==> config.mk <==
export PLATFORM = sky130hd
export DESIGN_NAME = vga_timing_gen_flat
export DESIGN_NICKNAME = d
export VERILOG_FILES = /design/src/rtl/vga_timing_gen_if.sv /design/src/rtl/vga_timing_gen.sv /design/src/flat_wrapper.sv
export SDC_FILE = /design/constraint.sdc
export NUM_CORES = 1
export LEC_CHECK = 0
export CAP_MARGIN = 20
export CORE_UTILIZATION = 30
export CTS_CLUSTER_SIZE = 30
export DETAILED_ROUTE_END_ITERATION = 7
export GPL_TIMING_DRIVEN = 0
export SLEW_MARGIN = 40
export SYNTH_ARGS = -nofsm -noshare
export SYNTH_HDL_FRONTEND = slang
export SYNTH_SLANG_ARGS = --single-unit
==> constraint.sdc <==
create_clock -name CLOCK_50 -period 1.8 [get_ports CLOCK_50]
set_input_delay 0.27 -clock CLOCK_50 [delete_from_list [all_inputs] [get_ports CLOCK_50]]
set_output_delay 0.27 -clock CLOCK_50 [all_outputs]
set_load 0.02 [all_outputs]
==> src/rtl/vga_timing_gen_if.sv <==
// Pixel-coordinate bus between the VGA timing generator and the upstream renderer.
// The timing generator drives the raster position; the renderer returns colour.
`timescale 1ns/1ps
interface vga_timing_gen_if;
  logic [9:0]  px_x;
  logic [9:0]  px_y;
  logic        px_active;
  logic        pix_en;
  logic        frame_start;
  logic        line_start;
  logic [23:0] rgb_in;

  modport master (
    output px_x, px_y, px_active, pix_en, frame_start, line_start,
    input  rgb_in
  );

  modport slave (
    input  px_x, px_y, px_active, pix_en, frame_start, line_start,
    output rgb_in
  );
endinterface

==> src/rtl/vga_timing_gen.sv <==
// 640x480@60 raster timing from a 50 MHz clock with a 25 MHz pixel enable.
// Sync/blank are delayed LAT pixel ticks so they line up with the renderer's colour.
`timescale 1ns/1ps
module vga_timing_gen #(
  parameter int H_ACTIVE = 640,
  parameter int H_FP     = 16,
  parameter int H_SYNC   = 96,
  parameter int H_BP     = 48,
  parameter int V_ACTIVE = 480,
  parameter int V_FP     = 10,
  parameter int V_SYNC   = 2,
  parameter int V_BP     = 33,
  parameter int LAT      = 1
) (
  input  logic                   CLOCK_50,
  input  logic                   RESET_N,
  vga_timing_gen_if.master       pix,
  output logic                   VGA_CLK,
  output logic                   VGA_HS,
  output logic                   VGA_VS,
  output logic                   VGA_BLANK_N,
  output logic                   VGA_SYNC_N,
  output logic [7:0]             VGA_R,
  output logic [7:0]             VGA_G,
  output logic [7:0]             VGA_B
);

  localparam int H_TOTAL = H_ACTIVE + H_FP + H_SYNC + H_BP;
  localparam int V_TOTAL = V_ACTIVE + V_FP + V_SYNC + V_BP;

  localparam logic [9:0] H_LAST    = 10'(H_TOTAL - 1);
  localparam logic [9:0] V_LAST    = 10'(V_TOTAL - 1);
  localparam logic [9:0] H_ACT_END = 10'(H_ACTIVE);
  localparam logic [9:0] V_ACT_END = 10'(V_ACTIVE);
  localparam logic [9:0] HS_BEG    = 10'(H_ACTIVE + H_FP);
  localparam logic [9:0] HS_END    = 10'(H_ACTIVE + H_FP + H_SYNC);
  localparam logic [9:0] VS_BEG    = 10'(V_ACTIVE + V_FP);
  localparam logic [9:0] VS_END    = 10'(V_ACTIVE + V_FP + V_SYNC);

  function automatic logic [23:0] gateColour(input logic en, input logic [23:0] colour);
    return en ? colour : 24'h000000;
  endfunction

  logic           pixEn;
  logic           vgaClk;
  logic           running;
  logic [9:0]     hCnt;
  logic [9:0]     vCnt;
  logic           hWrap;
  logic           vWrap;
  logic           hsRaw;
  logic           vsRaw;
  logic           actRaw;
  logic           actNext;
  logic [LAT-1:0] hsPipe;
  logic [LAT-1:0] vsPipe;
  logic [LAT-1:0] actPipe;
  logic [23:0]    rgbReg;

  // Pixel enable and DAC clock; VGA_CLK rises one cycle after the pixel edge.
  always_ff @(posedge CLOCK_50 or negedge RESET_N) begin
    if (!RESET_N) begin
      pixEn   <= 1'b0;
      vgaClk  <= 1'b0;
      running <= 1'b0;
    end else begin
      pixEn   <= ~pixEn;
      vgaClk  <= ~pixEn;
      running <= 1'b1;
    end
  end

  assign hWrap = (hCnt == H_LAST);
  assign vWrap = (vCnt == V_LAST);

  // Stage 0: raster counters, wrapping on compare.
  always_ff @(posedge CLOCK_50 or negedge RESET_N) begin
    if (!RESET_N) begin
      hCnt <= '0;
      vCnt <= '0;
    end else if (pixEn) begin
      if (hWrap) begin
        hCnt <= '0;
        vCnt <= vWrap ? '0 : vCnt + 10'd1;
      end else begin
        hCnt <= hCnt + 10'd1;
      end
    end
  end

  assign hsRaw  = !((hCnt >= HS_BEG) && (hCnt < HS_END));
  assign vsRaw  = !((vCnt >= VS_BEG) && (vCnt < VS_END));
  // running keeps px_active low while held in reset even though the counters read (0,0).
  assign actRaw = running && (hCnt < H_ACT_END) && (vCnt < V_ACT_END);

  // The colour arriving now belongs to the pixel about to enter the last delay stage.
  if (LAT == 1) begin : gNext
    assign actNext = actRaw;
  end else begin : gNext
    assign actNext = actPipe[LAT-2];
  end

  // Stages 1..LAT: sync/blank delay line and registered colour.
  always_ff @(posedge CLOCK_50 or negedge RESET_N) begin
    if (!RESET_N) begin
      hsPipe  <= '1;
      vsPipe  <= '1;
      actPipe <= '0;
      rgbReg  <= '0;
    end else if (pixEn) begin
      hsPipe[0]  <= hsRaw;
      vsPipe[0]  <= vsRaw;
      actPipe[0] <= actRaw;
      for (int i = 1; i < LAT; i++) begin
        hsPipe[i]  <= hsPipe[i-1];
        vsPipe[i]  <= vsPipe[i-1];
        actPipe[i] <= actPipe[i-1];
      end
      rgbReg <= gateColour(actNext, pix.rgb_in);
    end
  end

  assign pix.px_x        = hCnt;
  assign pix.px_y        = vCnt;
  assign pix.px_active   = actRaw;
  assign pix.pix_en      = pixEn;
  assign pix.line_start  = pixEn && (hCnt == 10'd0);
  assign pix.frame_start = pixEn && (hCnt == 10'd0) && (vCnt == 10'd0);

  assign VGA_CLK     = vgaClk;
  assign VGA_HS      = hsPipe[LAT-1];
  assign VGA_VS      = vsPipe[LAT-1];
  assign VGA_BLANK_N = actPipe[LAT-1];
  assign VGA_SYNC_N  = 1'b0;
  assign VGA_R       = rgbReg[23:16];
  assign VGA_G       = rgbReg[15:8];
  assign VGA_B       = rgbReg[7:0];

endmodule

==> src/flat_wrapper.sv <==
// flat-port wrapper written by rule: the top's interface ports become plain ports
module vga_timing_gen_flat 
#(
  parameter int H_ACTIVE = 640,
  parameter int H_FP     = 16,
  parameter int H_SYNC   = 96,
  parameter int H_BP     = 48,
  parameter int V_ACTIVE = 480,
  parameter int V_FP     = 10,
  parameter int V_SYNC   = 2,
  parameter int V_BP     = 33,
  parameter int LAT      = 1
)
  (CLOCK_50, RESET_N, VGA_CLK, VGA_HS, VGA_VS, VGA_BLANK_N, VGA_SYNC_N, VGA_R, VGA_G, VGA_B, pix_px_x, pix_px_y, pix_px_active, pix_pix_en, pix_frame_start, pix_line_start, pix_rgb_in);
  vga_timing_gen_if pix_i ();
  input  logic CLOCK_50;
  input  logic RESET_N;
  output logic VGA_CLK;
  output logic VGA_HS;
  output logic VGA_VS;
  output logic VGA_BLANK_N;
  output logic VGA_SYNC_N;
  output logic [7:0] VGA_R;
  output logic [7:0] VGA_G;
  output logic [7:0] VGA_B;
  output wire logic [$bits(pix_i.px_x)-1:0] pix_px_x;
  output wire logic [$bits(pix_i.px_y)-1:0] pix_px_y;
  output wire logic [$bits(pix_i.px_active)-1:0] pix_px_active;
  output wire logic [$bits(pix_i.pix_en)-1:0] pix_pix_en;
  output wire logic [$bits(pix_i.frame_start)-1:0] pix_frame_start;
  output wire logic [$bits(pix_i.line_start)-1:0] pix_line_start;
  input wire logic [$bits(pix_i.rgb_in)-1:0] pix_rgb_in;
  assign pix_px_x = pix_i.px_x;
  assign pix_px_y = pix_i.px_y;
  assign pix_px_active = pix_i.px_active;
  assign pix_pix_en = pix_i.pix_en;
  assign pix_frame_start = pix_i.frame_start;
  assign pix_line_start = pix_i.line_start;
  assign pix_i.rgb_in = pix_rgb_in;
  vga_timing_gen #(.H_ACTIVE(H_ACTIVE), .H_FP(H_FP), .H_SYNC(H_SYNC), .H_BP(H_BP), .V_ACTIVE(V_ACTIVE), .V_FP(V_FP), .V_SYNC(V_SYNC), .V_BP(V_BP), .LAT(LAT)) u_core (.CLOCK_50(CLOCK_50), .RESET_N(RESET_N), .pix(pix_i), .VGA_CLK(VGA_CLK), .VGA_HS(VGA_HS), .VGA_VS(VGA_VS), .VGA_BLANK_N(VGA_BLANK_N), .VGA_SYNC_N(VGA_SYNC_N), .VGA_R(VGA_R), .VGA_G(VGA_G), .VGA_B(VGA_B));
endmodule
==> results list, run 1 <==
- The slowest stage of the critical path belongs to the cell sky130_fd_sc_hd__dfrtp_2.
- Count of yosys warnings during synthesis: 0
* Routed wirelength normalized by instance count: 14.0 µm
- Setup repair after global routing could not meet its margin everywhere.
- After the last flow step, the layout net total stands at 348.
* Number of enable-type register cells in the synthesized netlist: 0
- Of all flip-flops after synthesis, the portion carrying an async set or reset was 100%.
- Fin. max-slew vios: 0
- Net switching share of the total power: 22.8%
- Cell area power density: 625 nW/µm²
* Mean instance size in the synthesized netlist: 10.4 µm²
* Crit Path Category: flop to primary output
* Synthesized netlist cell count: 216
* Routability cong.: 0.784
* Clock Latency Late Sink: 300 ps
- TritonCTS built the clock tree.
- STA classifies the critical path endpoint as a primary output.
* Hold violation total from the final report: 0
* Count of routing violations after the opening detailed-route iteration: 100
* Standard-cell rows: 31
- CTS Buf Count: 5
- Remaining antenna violation count: 0
- IR Drop Worst-Case VDD: 0.346 mV
- The clock net in this run drives a total of 49 sinks.
- Kind of start point of the critical path: flop
- STA puts the critical path data arrival time at 1610 ps.
- The wire-length estimate of the detail-placed layout is 4010 µm.
- Net Sw Power: 505 µW
* Largest net degree at the start of global routing: 33
* Most common library cell in the layout ignoring fill and taps: sky130_fd_sc_hd__clkdlybuf4s50_1
- The die covers 7820 µm².
- The share of total power dissipated in the clock network is 37.7%.
- Setup violations remaining at the end of the flow were counted as 4.
- In this run the worst path has a maximum fanout of 2.
- Total congestion overflow: 0
- Buffers placed on the I/O ports in this run total 77.
- Via count of the first global-routing pass: 1983
* Post-synth cell types: 40
- CTS H-tree depth: 2
* FF+latch count, synth: 49
- The min-delay analysis places its worst path in the category input port to async pin.
* Critical register-to-register path endpoint: u_core.pix.px_y[9]
* Number of buffers and inverters on the critical path: 2
- The first global-routing pass estimated 9550 µm of wire.
- The finished cells cover 3540 µm².
- Global routing consumed, over all layers together, 16.0% of the routing resources.
- Setup slack on the worst reg-to-reg path comes out at -40 ps.
* Area overhead of the layout relative to synthesis: 57.9%
- Share of the core filled with cells: 48.8%
* Final Skew: 5.57 ps
- Result of the run: finished with violations
* Total of max-cap violations: 0
- The worst register-to-register path begins at u_core.pix.px_x[5].
- Static timing analysis puts the maximum clock frequency at 531 MHz.
- CP required: 1530 ps
- Share of the yosys chip area belonging to registers: 54.8%
* Synth Cell Area: 2240 µm²
* Fin Setup TNS: -151 ps
- Cells with a size suffix above 1 make up 23.5% of the layout.
- Sequential share of power: 51.9%
- Chip width: 88.5 µm
- Final antenna diode count: 0
* Critical path's top delay family: simple AND/OR/NAND/NOR gates
- Initial core utilization: 30.9%
* Placed standard-cell area: 3200 µm²
- Cell repeated most along the worst path: sky130_fd_sc_hd__and3_4
* Number of antenna violations at the first check in global routing: 0
- Dividing the detail-routed via count by the number of cells gives 4.72.
* Violations in the final reports: setup timing
- Internal portion of total power: 1710 µW
* Max Root-Sink Buffers: 2
* Share of total power in combinational logic: 10.4%
- Highest-count cells in the layout ignoring fill and taps: 71 x sky130_fd_sc_hd__clkdlybuf4s50_1, 37 x sky130_fd_sc_hd__nand2_1, 33 x sky130_fd_sc_hd__dfrtp_1
- Worst Reg-to-Reg Cells: 5
* Cells along the critical path: inv_2 -> ha_4 -> nor4b_4 -> and3_4 -> and3_4 -> buf_6
- Total via count in the routed design: 1972
- The cell sitting at the root of the clock tree is a sky130_fd_sc_hd__clkbuf_8.
- I/O pin total: 79
- Clk pin slew, worst setup/hold paths: 90 ps
* Number of remaining DRC errors: 0
- Net count after synthesis: 246
- Across all setup checks in the final design, the least slack found is -84.7 ps.
* Tcrit/Tclk final: 105%
- Router iterations before antenna repair: 4
- Die height: 88.5 µm
* Ys flop type: sky130_fd_sc_hd__dfrtp_1
- For this design the static power due to leakage is 0.00156 µW.
* Critical path depth in cells: 6
- Stage delay of the slowest cell on the critical path: 420 ps
- Final critical path time including I/O delays and setup: 1880 ps
- For this block, the routed nets add up to 5840 µm of wire.
- Core footprint: 7250 µm²
[cells by family (layout without fill, tap and decap cells)]
family,Yosys count,count (layout),share of synthesized area [%]
adders and majority gates,4,4,2.23
AOI/OAI and AO/OA,40,40,13.7
buffers and inverters,21,124,4.35
xor gates and xnor gates,10,10,3.91
DFF,49,49,54.8
other,2,2,0.335
and+or+nand+nor,89,89,20.3
muxes,1,1,0.446
[how the worst max path moves through the flow]
stage / from / endpoint / slack (ps)
after floorplan: u_core.pix.px_x[6] / u_core.pix.px_y[9] / -20
after global placement: RESET_N / u_core.pix.px_x[4] / -1250
after detailed placement: u_core.pix.px_y[5] / pix_px_active / -620
after CTS: u_core.pix.px_x[0] / pix_frame_start / -80
after global routing: u_core.pix.px_x[0] / pix_frame_start / -150
final: u_core.pix.px_x[0] / pix_frame_start / -80
[layout make-up]
| class | count | area (µm²) |
|---|---|---|
| fillers | 702 | 3710 |
| flip-flops and latches | 49 | 1250 |
| multi-input cells | 146 | 1010 |
| repair buffers | 96 | 931 |
| well taps | 99 | 124 |
| clock buffers | 7 | 86.3 |
| plain buffers | 13 | 83.8 |
| clock inverters | 1 | 30.0 |
| inverters | 7 | 26.3 |
[per-layer routing]
metal  share of wire (%)  GRT usage [%]  vias up
li1                    -              -      958
met1                  46           20.5      948
met2                  45           25.5       59
met3                 7.9           5.97        7
met4                 1.1           4.40        0
met5                   0              0        -
[power groups by stage]
stage	registers, µW	clock network, µW	logic [µW]
after floorplan	1200	0	37.3
after global placement	1170	0	219
after detailed placement	1170	0	225
after CTS	1150	852	233
after global routing	1150	895	250
final	1150	834	231
[state kept, by name, summed over array words and instances (netlist names)]
name,cells
u_core.pix.px_y,10
u_core.rgbReg,24
u_core.pix.px_x,10
u_core.VGA_VS,1
u_core.running,1
u_core.VGA_HS,1
u_core.pix.pix_en,1
u_core.VGA_BLANK_N,1
[through the flow]
| step | setup WS (ps) | hold slack [ps] | power, µW | instances |
|---|---|---|---|---|
| 5_1_grt | -148 | 381 | 2300 | 418 |
| 6_report | -84.7 | 371 | 2210 | 418 |
| 3_5_place_dp | -622 | 157 | 1390 | 393 |
| 3_3_place_gp | -1250 | 469 | 1390 | 392 |
| 2_1_floorplan | -21.0 | -25.6 | 1240 | 216 |
| 4_1_cts | -80.7 | 358 | 2230 | 416 |
[cells in the mapped netlist, drive strengths merged, types with 2 or more instances]
cell type | number | share of area, %
and4 | 2 | 0.84
or2 | 2 | 0.67
o21ai | 9 | 2.0
or3 | 2 | 0.84
nand3 | 12 | 2.7
conb | 2 | 0.33
dfrtp | 47 | 52
nand4 | 5 | 1.7
xnor2 | 6 | 2.3
nand4b | 2 | 1.1
dfstp | 2 | 2.3
a21oi | 2 | 0.45
clkbuf | 8 | 1.3
ha | 4 | 2.2
xor2 | 4 | 1.6
and3 | 7 | 2.0
buf | 6 | 1.8
inv | 7 | 1.2
nor2 | 9 | 1.5
o2bb2ai | 24 | 9.4
nand2 | 38 | 6.4
nor3 | 5 | 1.1
[what timing repair did]
action	4_1_cts	5_1_grt
cloned	0	0
setup buffers	15	2
gates resized for setup	38	13
hold endpoints to repair	17	0
hold buffers	1	0
setup endpoints to repair	5	22
pin swaps	4	4
Note: power is estimated with default switching activity, not from simulation.
==> run 2: changes to the inputs <==
--- a/config.mk
+++ b/config.mk
@@ -6,10 +6,11 @@
 export NUM_CORES = 1
 export LEC_CHECK = 0
 export CAP_MARGIN = 20
-export CORE_UTILIZATION = 30
+export CORE_UTILIZATION = 40
 export CTS_CLUSTER_SIZE = 30
 export DETAILED_ROUTE_END_ITERATION = 7
 export GPL_TIMING_DRIVEN = 0
+export PLACE_DENSITY = 0.75
 export SLEW_MARGIN = 40
 export SYNTH_ARGS = -nofsm -noshare
 export SYNTH_HDL_FRONTEND = slang
==> run 2 against run 1 <==
Compared with the run above:
- critical endpoint unchanged
- the run still ends with setup timing left
- critical path type unchanged
- highest routed layer unchanged
- hold slack improved by 15 ps
- cell count is 4.5% lower
- sequential power about the same
==> results list, run 2 (synthesis results as in run 1) <==
- The fraction of the core area covered by cells at the end of the flow was 69.1% (was 48.8%).
- The DRC violations left was 0 (unchanged).
- Sequential share of power: 52.7% (was 51.9%)
- The DRC violation total after the first TritonRoute iteration was 103 (was 100).
* Routability cong.: 0.785 (was 0.784)
* Cells along the critical path: or2_4 -> nor3_2 -> and3_4 -> buf_6 -> and3_4 -> buf_6 (was inv_2 -> ha_4 -> nor4b_4 -> and3_4 -> and3_4 -> buf_6)
- The deepest level of the CTS H-tree is 2 (unchanged).
- The remaining global-route overflow came to 0 (unchanged).
- Kind of start point of the critical path: flop (unchanged)
- The static leakage is 0.00167 µW (was 0.00156 µW).
- Max Root-Sink Buffers: 2 (unchanged)
- First-pass GRT wire length: 9690 µm (was 9550 µm)
* Internal portion of total power: 1670 µW (was 1710 µW)
- The type of the tightest min-delay check is input port to async pin (unchanged).
- Sequential standard cell area: 1240 µm² (was 1250 µm²)
- Core footprint: 5240 µm² (was 7250 µm²)
* Routed wirelength normalized by instance count: 14.4 µm (was 14.0 µm)
* Overall die area: 5910 µm² (was 7820 µm²)
* I/O pin total: 79 (unchanged)
- The critical path buffer and inverter count was 2 (unchanged).
- The final critical-path setup slack came to -182 ps (was -84.7 ps).
- The clock-pin transition on the worst setup and hold timing paths is 90 ps (about the same).
- The number of clock buffers inserted by TritonCTS came to 5 (unchanged).
* Chip width: 76.9 µm (was 88.5 µm)
* Multi-input gate area: 1040 µm² (was 1010 µm²)
* Largest register by flop count: u_core.rgbReg (unchanged)
* Setup repair after global routing missed its margin: true (unchanged)
- The source-to-sink clock delay at the later pin of the worst-skew pair is 300 ps (about the same).
- Worst Reg-to-Reg Cells: 7 (was 5)
- Final antenna diode count: 0 (unchanged)
- Worst hold slack across all endpoints: 387 ps (was 371 ps)
* Area overhead of the layout relative to synthesis: 61.3% (was 57.9%)
- Net switching share of the total power: 23.1% (was 22.8%)
- Highest-count cells in the layout ignoring fill and taps: 71 x sky130_fd_sc_hd__clkdlybuf4s50_1, 36 x sky130_fd_sc_hd__nand2_1, 34 x sky130_fd_sc_hd__dfrtp_1 (was 71 x sky130_fd_sc_hd__clkdlybuf4s50_1, 37 x sky130_fd_sc_hd__nand2_1, 33 x sky130_fd_sc_hd__dfrtp_1).
* Largest net degree at the start of global routing: 30 (was 33)
- Share of total power in combinational logic: 10.6% (was 10.4%)
* Via count of the first global-routing pass: 1955 (was 1983)
- Total of max-cap violations: 0 (unchanged)
- Violations in the final reports: setup timing (unchanged).
- Net Sw Power: 504 µW (was 505 µW)
- Vias per cell: 5.16 (was 4.72)
- The clock share of power is 36.7% (was 37.7%).
- Initial core utilization: 42.8% (was 30.9%)
- Hold violation total from the final report: 0 (unchanged)
- Cell area power density: 602 nW/µm² (was 625 nW/µm²)
- Detailed placement HPWL: 3770 µm (was 4010 µm)
- The data arrival time of the critical path was 1710 ps (was 1610 ps).
- Router iterations before antenna repair: 4 (unchanged)
* Max FFs per register: 24 (unchanged)
* Total via count in the routed design: 2057 (was 1972)
* Critical register-to-register path endpoint: u_core.pix.px_y[9] (unchanged)
- The cell with the biggest individual delay on the critical path is sky130_fd_sc_hd__dfrtp_2 (unchanged).
- The kind of end point of the critical path is a primary output (unchanged).
* Global-route usage over all layers: 20.6% (was 16.0%)
* Standard-cell rows: 26 (was 31)
- Stage delay of the slowest cell on the critical path: 420 ps (about the same)
- The number of nets in the layout is 358 (was 348).
- Final Skew: 11.1 ps (was 5.57 ps)
- Critical R2R Launch: u_core.pix.px_x[0] (was u_core.pix.px_x[5])
- Tcrit/Tclk final: 110% (was 105%)
* Critical path's top delay family: simple AND/OR/NAND/NOR gates (unchanged)
- Register-to-register setup slack: -140 ps (was -40 ps)
- CTS tree: done (unchanged)
- The number of pins with negative max-slew slack in the final report came to 0 (unchanged).
- Remaining antenna violation count: 0 (unchanged)
- Die height: 76.9 µm (was 88.5 µm)
* Most common library cell in the layout ignoring fill and taps: sky130_fd_sc_hd__clkdlybuf4s50_1 (unchanged)
* Fill cell instance count of the final layout: 407 (was 702)
* Clock sink count: 49 (unchanged)
- Result of the run: finished with violations (unchanged).
- The worst IR drop on VDD was 0.370 mV (was 0.346 mV).
- The maximum fanout encountered on the critical timing path was 5 (was 2).
- The total length of routed wires was 5750 µm (was 5840 µm).
- The root buffer selected by CTS is sky130_fd_sc_hd__clkbuf_8 (unchanged).
- The final critical-path required period came to 1980 ps (was 1880 ps).
- The fraction of final layout cells with drive strength greater than 1 was 25.8% (was 23.5%).
* Crit Path Category: flop to primary output (unchanged)
- The total setup violations reported at the end of the flow is 4 (unchanged).
- CP required: 1530 ps (about the same)
- Max Clock Freq: 504 MHz (was 531 MHz)
- The number of buffer cells added on primary ports came to 77 (unchanged).
* Number of antenna violations at the first check in global routing: 0 (unchanged)
run 2: worst max-delay path by stage:
stage | from | end | slack [ps] | cells past startpoint
floorplan | u_core.pix.px_x[6] | u_core.pix.px_y[9] | -20 | 5
global placement | RESET_N | u_core.pix.pix_en | -1130 | 1
detailed placement | u_core.pix.px_y[5] | pix_px_active | -580 | 6
CTS | u_core.pix.px_x[0] | pix_frame_start | -190 | 7
global route | u_core.pix.px_x[0] | pix_frame_start | -240 | 7
finish | u_core.pix.px_x[6] | pix_frame_start | -180 | 6
run 2: routing by layer:
layer  GRT usage (%)  wire length (µm)  vias up
met2            32.1              2790       72
met3            6.55               419        2
met1            28.2              2510     1002
met4            4.04                19        0
li1                -                 -      981
met5               0                 0        -
run 2: power by group through the flow:
stage	registers (µW)	logic, µW	clock network [µW]
2_1_floorplan	1200	37.3	0
3_3_place_gp	1170	216	0
3_5_place_dp	1170	224	0
4_1_cts	1150	230	815
5_1_grt	1150	251	876
6_report	1150	231	799
run 2: layout make-up:
cell class | instances | area share, %
Sequential cell | 49 | 34.4
Multi-Input combinational cell | 146 | 28.7
Timing Repair Buffer | 107 | 28.5
Tap cell | 70 | 2.42
Buffer | 12 | 2.08
Clock buffer | 6 | 2.01
Clock inverter | 2 | 1.07
Inverter | 7 | 0.726
run 2: worst reg2reg max path, delay by kind of cell (launching register included):
kind	cells	cell delay (ps)
buffers and inverters	2	210
DFF	1	390
adders and majority gates	1	160
and+or+nand+nor	4	1120
run 2: repair_timing:
action | 4_1_cts | 5_1_grt
hold buffers | 1 | 0
gates resized for setup | 37 | 22
pin swaps | 6 | 10
buffers inserted | 13 | 16
cloned | 0 | 0
endpoints found under the setup margin | 9 | 24
endpoints found under the hold margin | 19 | 0
run 2: metrics by stage:
stage	TNS [ps]	cells	cell area, µm²	power (µW)	setup WS (ps)
6_report	-442	399	3620	2180	-182
2_1_floorplan	-21.0	216	2280	1240	-21.0
3_3_place_gp	-48500	363	3140	1380	-1130
3_5_place_dp	-1750	364	3160	1390	-581
4_1_cts	-405	385	3460	2190	-190
5_1_grt	-759	399	3620	2280	-237
==> run 3: changes to the inputs <==
--- a/config.mk
+++ b/config.mk
@@ -6,11 +6,12 @@
 export NUM_CORES = 1
 export LEC_CHECK = 0
 export CAP_MARGIN = 20
-export CORE_UTILIZATION = 40
+export CORE_UTILIZATION = 55
 export CTS_CLUSTER_SIZE = 30
 export DETAILED_ROUTE_END_ITERATION = 7
+export DONT_BUFFER_PORTS = 1
 export GPL_TIMING_DRIVEN = 0
-export PLACE_DENSITY = 0.75
+export PLACE_DENSITY = 0.73
 export SLEW_MARGIN = 40
 export SYNTH_ARGS = -nofsm -noshare
 export SYNTH_HDL_FRONTEND = slang
==> run 3 against run 2 <==
Compared with the run above:
- the flow still finishes with violations (setup timing)
- critical path depth down 1
- global-route usage grew 2.4 points
- final area fell by 25%
- flip-flop and latch count stayed put
- cell count is 28% lower
- sequential share of layout area up 11 points
- non-clock buffer count down 90
- die area is 27% lower
- clock power increased by 1%
- setup slack worse by 15 ps
- core utilization is 3.0 points higher
- combinational power decreased by 67%
- critical path type unchanged
- highest routed layer unchanged
==> results list, run 3 (synthesis results as in run 1) <==
* Result of the run: finished with violations (unchanged)
* Violations in the final reports: setup timing (unchanged)
* Routing layer with the top usage in global route: met2 (unchanged)
- The total negative slack was -400 ps (was -442 ps).
- Via count of the first global-routing pass: 1604 (was 1955)
* Clock Latency Late Sink: 300 ps (about the same)
- The capture instance of the worst register-to-register path was u_core.pix.px_y[9] (unchanged).
* Post-detailed-routing wire length: 4990 µm (was 5750 µm)
- Max FFs per register: 24 (unchanged)
- The die extent in y came to 65.9 µm (was 76.9 µm).
- The effective utilization at floorplan came to 59.5% (was 42.8%).
* GR Layer Usage met3: 9.31% (was 6.55%)
* Cells along the critical path: inv_2 -> ha_4 -> nor4b_4 -> and3_4 -> and3_4 (was or2_4 -> nor3_2 -> and3_4 -> buf_6 -> and3_4 -> buf_6)
- Fill cell instance count of the final layout: 255 (was 407)
* Data arrival time of the critical path: 1730 ps (was 1710 ps)
* Tcrit/Tclk final: 111% (was 110%)
* Final design instance area without fill: 2720 µm² (was 3620 µm²)
- The clock tree from TritonCTS is done (unchanged).
- The first-pass GRT wire length is 7470 µm (was 9690 µm).
- Max Clock Freq: 501 MHz (was 504 MHz)
- Post-layout worst setup margin: -197 ps (was -182 ps)
- Highest-delay cell along the critical path: sky130_fd_sc_hd__dfrtp_2 (unchanged)
* Nets@finish: 268 (was 358)
- The internal power summed over all cells came to 1610 µW (was 1670 µW).
- Max Root-Sink Buffers: 2 (unchanged)
- Net switching share of the total power: 22.3% (was 23.1%)
- Routed wirelength normalized by instance count: 17.4 µm (was 14.4 µm)
- The kind of end point of the critical path was a primary output (unchanged).
* Register-to-register setup slack: -110 ps (was -140 ps)
- The dominant delay contributor by cell family on the critical path is simple AND/OR/NAND/NOR gates (unchanged).
* Largest net degree at the start of global routing: 50 (was 30)
* Setup repair after global routing missed its margin: true (unchanged)
- The register with the most flip-flops is u_core.rgbReg (unchanged).
- The power per standard cell area was 762 nW/µm² (was 602 nW/µm²).
* Total of max-cap violations: 0 (unchanged)
* Number of buffers and inverters on the critical path: 1 (was 2)
- Path class of the lowest-slack min-delay path: input port to flop (was input port to async pin)
- The delay contributed by the slowest stage of the critical path came to 500 ps (was 420 ps).
- Total congestion overflow: 0 (unchanged)
- The fraction of final layout cells with drive strength greater than 1 is 29.7% (was 25.8%).
- The met1 capacity usage during global routing is 29.3% (was 28.2%).
* Cell repeated most along the worst path: sky130_fd_sc_hd__and3_4
* Static leakage: 0.00126 µW (was 0.00167 µW)
* Routability cong.: 0.805 (was 0.785)
- CP required: 1530 ps (about the same)
- The number of core rows was 22 (was 26).
- The detailed-routing iteration count for the pre-antenna-repair pass was 4 (unchanged).
- The start of the worst register-to-register path was u_core.pix.px_x[6] (was u_core.pix.px_x[0]).
* Sequential share of power: 57.3% (was 52.7%)
- Met2 demand-to-capacity share in global routing: 36.1% (was 32.1%)
- Number of setup violations in the final report: 3 (was 4)
- The count of vias placed by the detailed router came to 1710 (was 2057).
- The number of cells on the worst reg-to-reg path is 5 (was 7).
* Worst Hold Depth: 2
- Highest-count cells in the layout ignoring fill and taps: 38 x sky130_fd_sc_hd__nand2_1, 32 x sky130_fd_sc_hd__dfrtp_1, 24 x sky130_fd_sc_hd__o2bb2ai_1 (was 71 x sky130_fd_sc_hd__clkdlybuf4s50_1, 36 x sky130_fd_sc_hd__nand2_1, 34 x sky130_fd_sc_hd__dfrtp_1)
- The deepest level of the CTS H-tree came to 2 (unchanged).
- The mean number of vias per cell came to 5.96 (was 5.16).
- Most common library cell in the layout ignoring fill and taps: sky130_fd_sc_hd__nand2_1 (was sky130_fd_sc_hd__clkdlybuf4s50_1)
- Share of total power in combinational logic: 3.6% (was 10.6%)
* Final antenna diode count: 0 (unchanged)
- The number of clock sinks came to 49 (unchanged).
- The root buffer selected by CTS is sky130_fd_sc_hd__clkbuf_8 (unchanged).
* Clk pin slew, worst setup/hold paths: 90 ps (about the same)
- Worst hold start: pix_rgb_in[6]
- The DRC violations left came to 0 (unchanged).
- I/O pin total: 79 (unchanged)
- Clock share of power: 39.0% (was 36.7%)
- The total die area is 4340 µm² (was 5910 µm²).
* Core footprint: 3770 µm² (was 5240 µm²)
* Kind of start point of the critical path: flop (unchanged)
* Final critical path time including I/O delays and setup: 2000 ps (was 1980 ps)
- Final Skew: 5.64 ps (was 11.1 ps)
- The initial antenna violation count is 0 (unchanged).
* Detailed placement HPWL: 3240 µm (was 3770 µm)
- Count of routing violations after the opening detailed-route iteration: 116 (was 103)
- The all-layer global routing usage is 23.1% (was 20.6%).
* End point of the most critical hold path: u_core.rgbReg[6]
- The maximum fanout encountered on the critical timing path came to 5 (unchanged).
- Area overhead of the layout relative to synthesis: 21.2% (was 61.3%)
- Remaining antenna violation count: 0 (unchanged)
* Fin. max-slew vios: 0 (unchanged)
- The type of the setup path with the least slack is flop to primary output (unchanged).
- The overall die width is 65.9 µm (was 76.9 µm).
- The number of clock buffers inserted by TritonCTS is 5 (unchanged).
- The net switching component of the power is 463 µW (was 504 µW).
- Buffers added on ports: 0 (was 77)
- Hold violation total from the final report: 0 (unchanged)
- The worst IR drop on VDD is 0.483 mV (was 0.370 mV).
* Placed standard-cell area: 2350 µm² (was 3160 µm²)
run 3: worst max path at each step:
stage	start	to	slack (ps)	cells past startpoint
floorplan	u_core.pix.px_x[6]	u_core.pix.px_y[9]	-20	5
global placement	u_core.pix.px_x[2]	u_core.pix.px_y[6]	-280	4
detailed placement	u_core.pix.px_y[5]	pix_px_active	-270	5
CTS	u_core.pix.px_x[1]	pix_frame_start	-190	5
global route	u_core.pix.px_x[0]	pix_frame_start	-240	5
finish	u_core.pix.px_x[0]	pix_frame_start	-200	5
run 3: cell type report:
class                   instances  area, µm²  area share [%]
repair buffers                 16        159            5.85
clock inverters                 1       30.0            1.10
multi-input cells             146       1030            37.8
flip-flops and latches         49       1250            45.9
plain buffers                  13       82.6            3.04
clock buffers                   7       86.3            3.18
well taps                      48       60.1            2.21
inverters                       7       26.3           0.967
run 3: what timing repair did:
| action | CTS | global route |
|---|---|---|
| cloned | 0 | 1 |
| buffers inserted | 3 | 10 |
| endpoints found under the hold margin | 49 | 0 |
| hold buffers | 2 | 0 |
| resized for setup | 16 | 20 |
| endpoints found under the setup margin | 25 | 28 |
| pin swaps | 5 | 4 |
run 3: through the flow:
step                instances  hold slack (ps)  utilization, %  total power [µW]  worst slack, ps
CTS                       276             80.4            68.0              2080             -191
global placement          264            -24.6            62.1              1250             -283
global route              287             69.6            72.1              2150             -235
floorplan                 216            -25.6               -              1240            -21.0
finish                    287             86.1            72.1              2070             -197
detailed placement        264            -24.6            62.2              1250             -266
run 3: per-layer routing:
layer	vias up	share of wire, %
li1	800	-
met1	818	42
met2	81	49
met3	11	8.1
met4	0	1.3
met5	-	0
run 3: power by group through the flow:
stage          combinational, µW  sequential [µW]  clock, µW
3_5_place_dp                46.4             1210          0
4_1_cts                     78.3             1190        818
5_1_grt                     86.7             1190        870
2_1_floorplan               37.3             1200          0
6_report                    75.6             1190        809
3_3_place_gp                42.0             1210          0
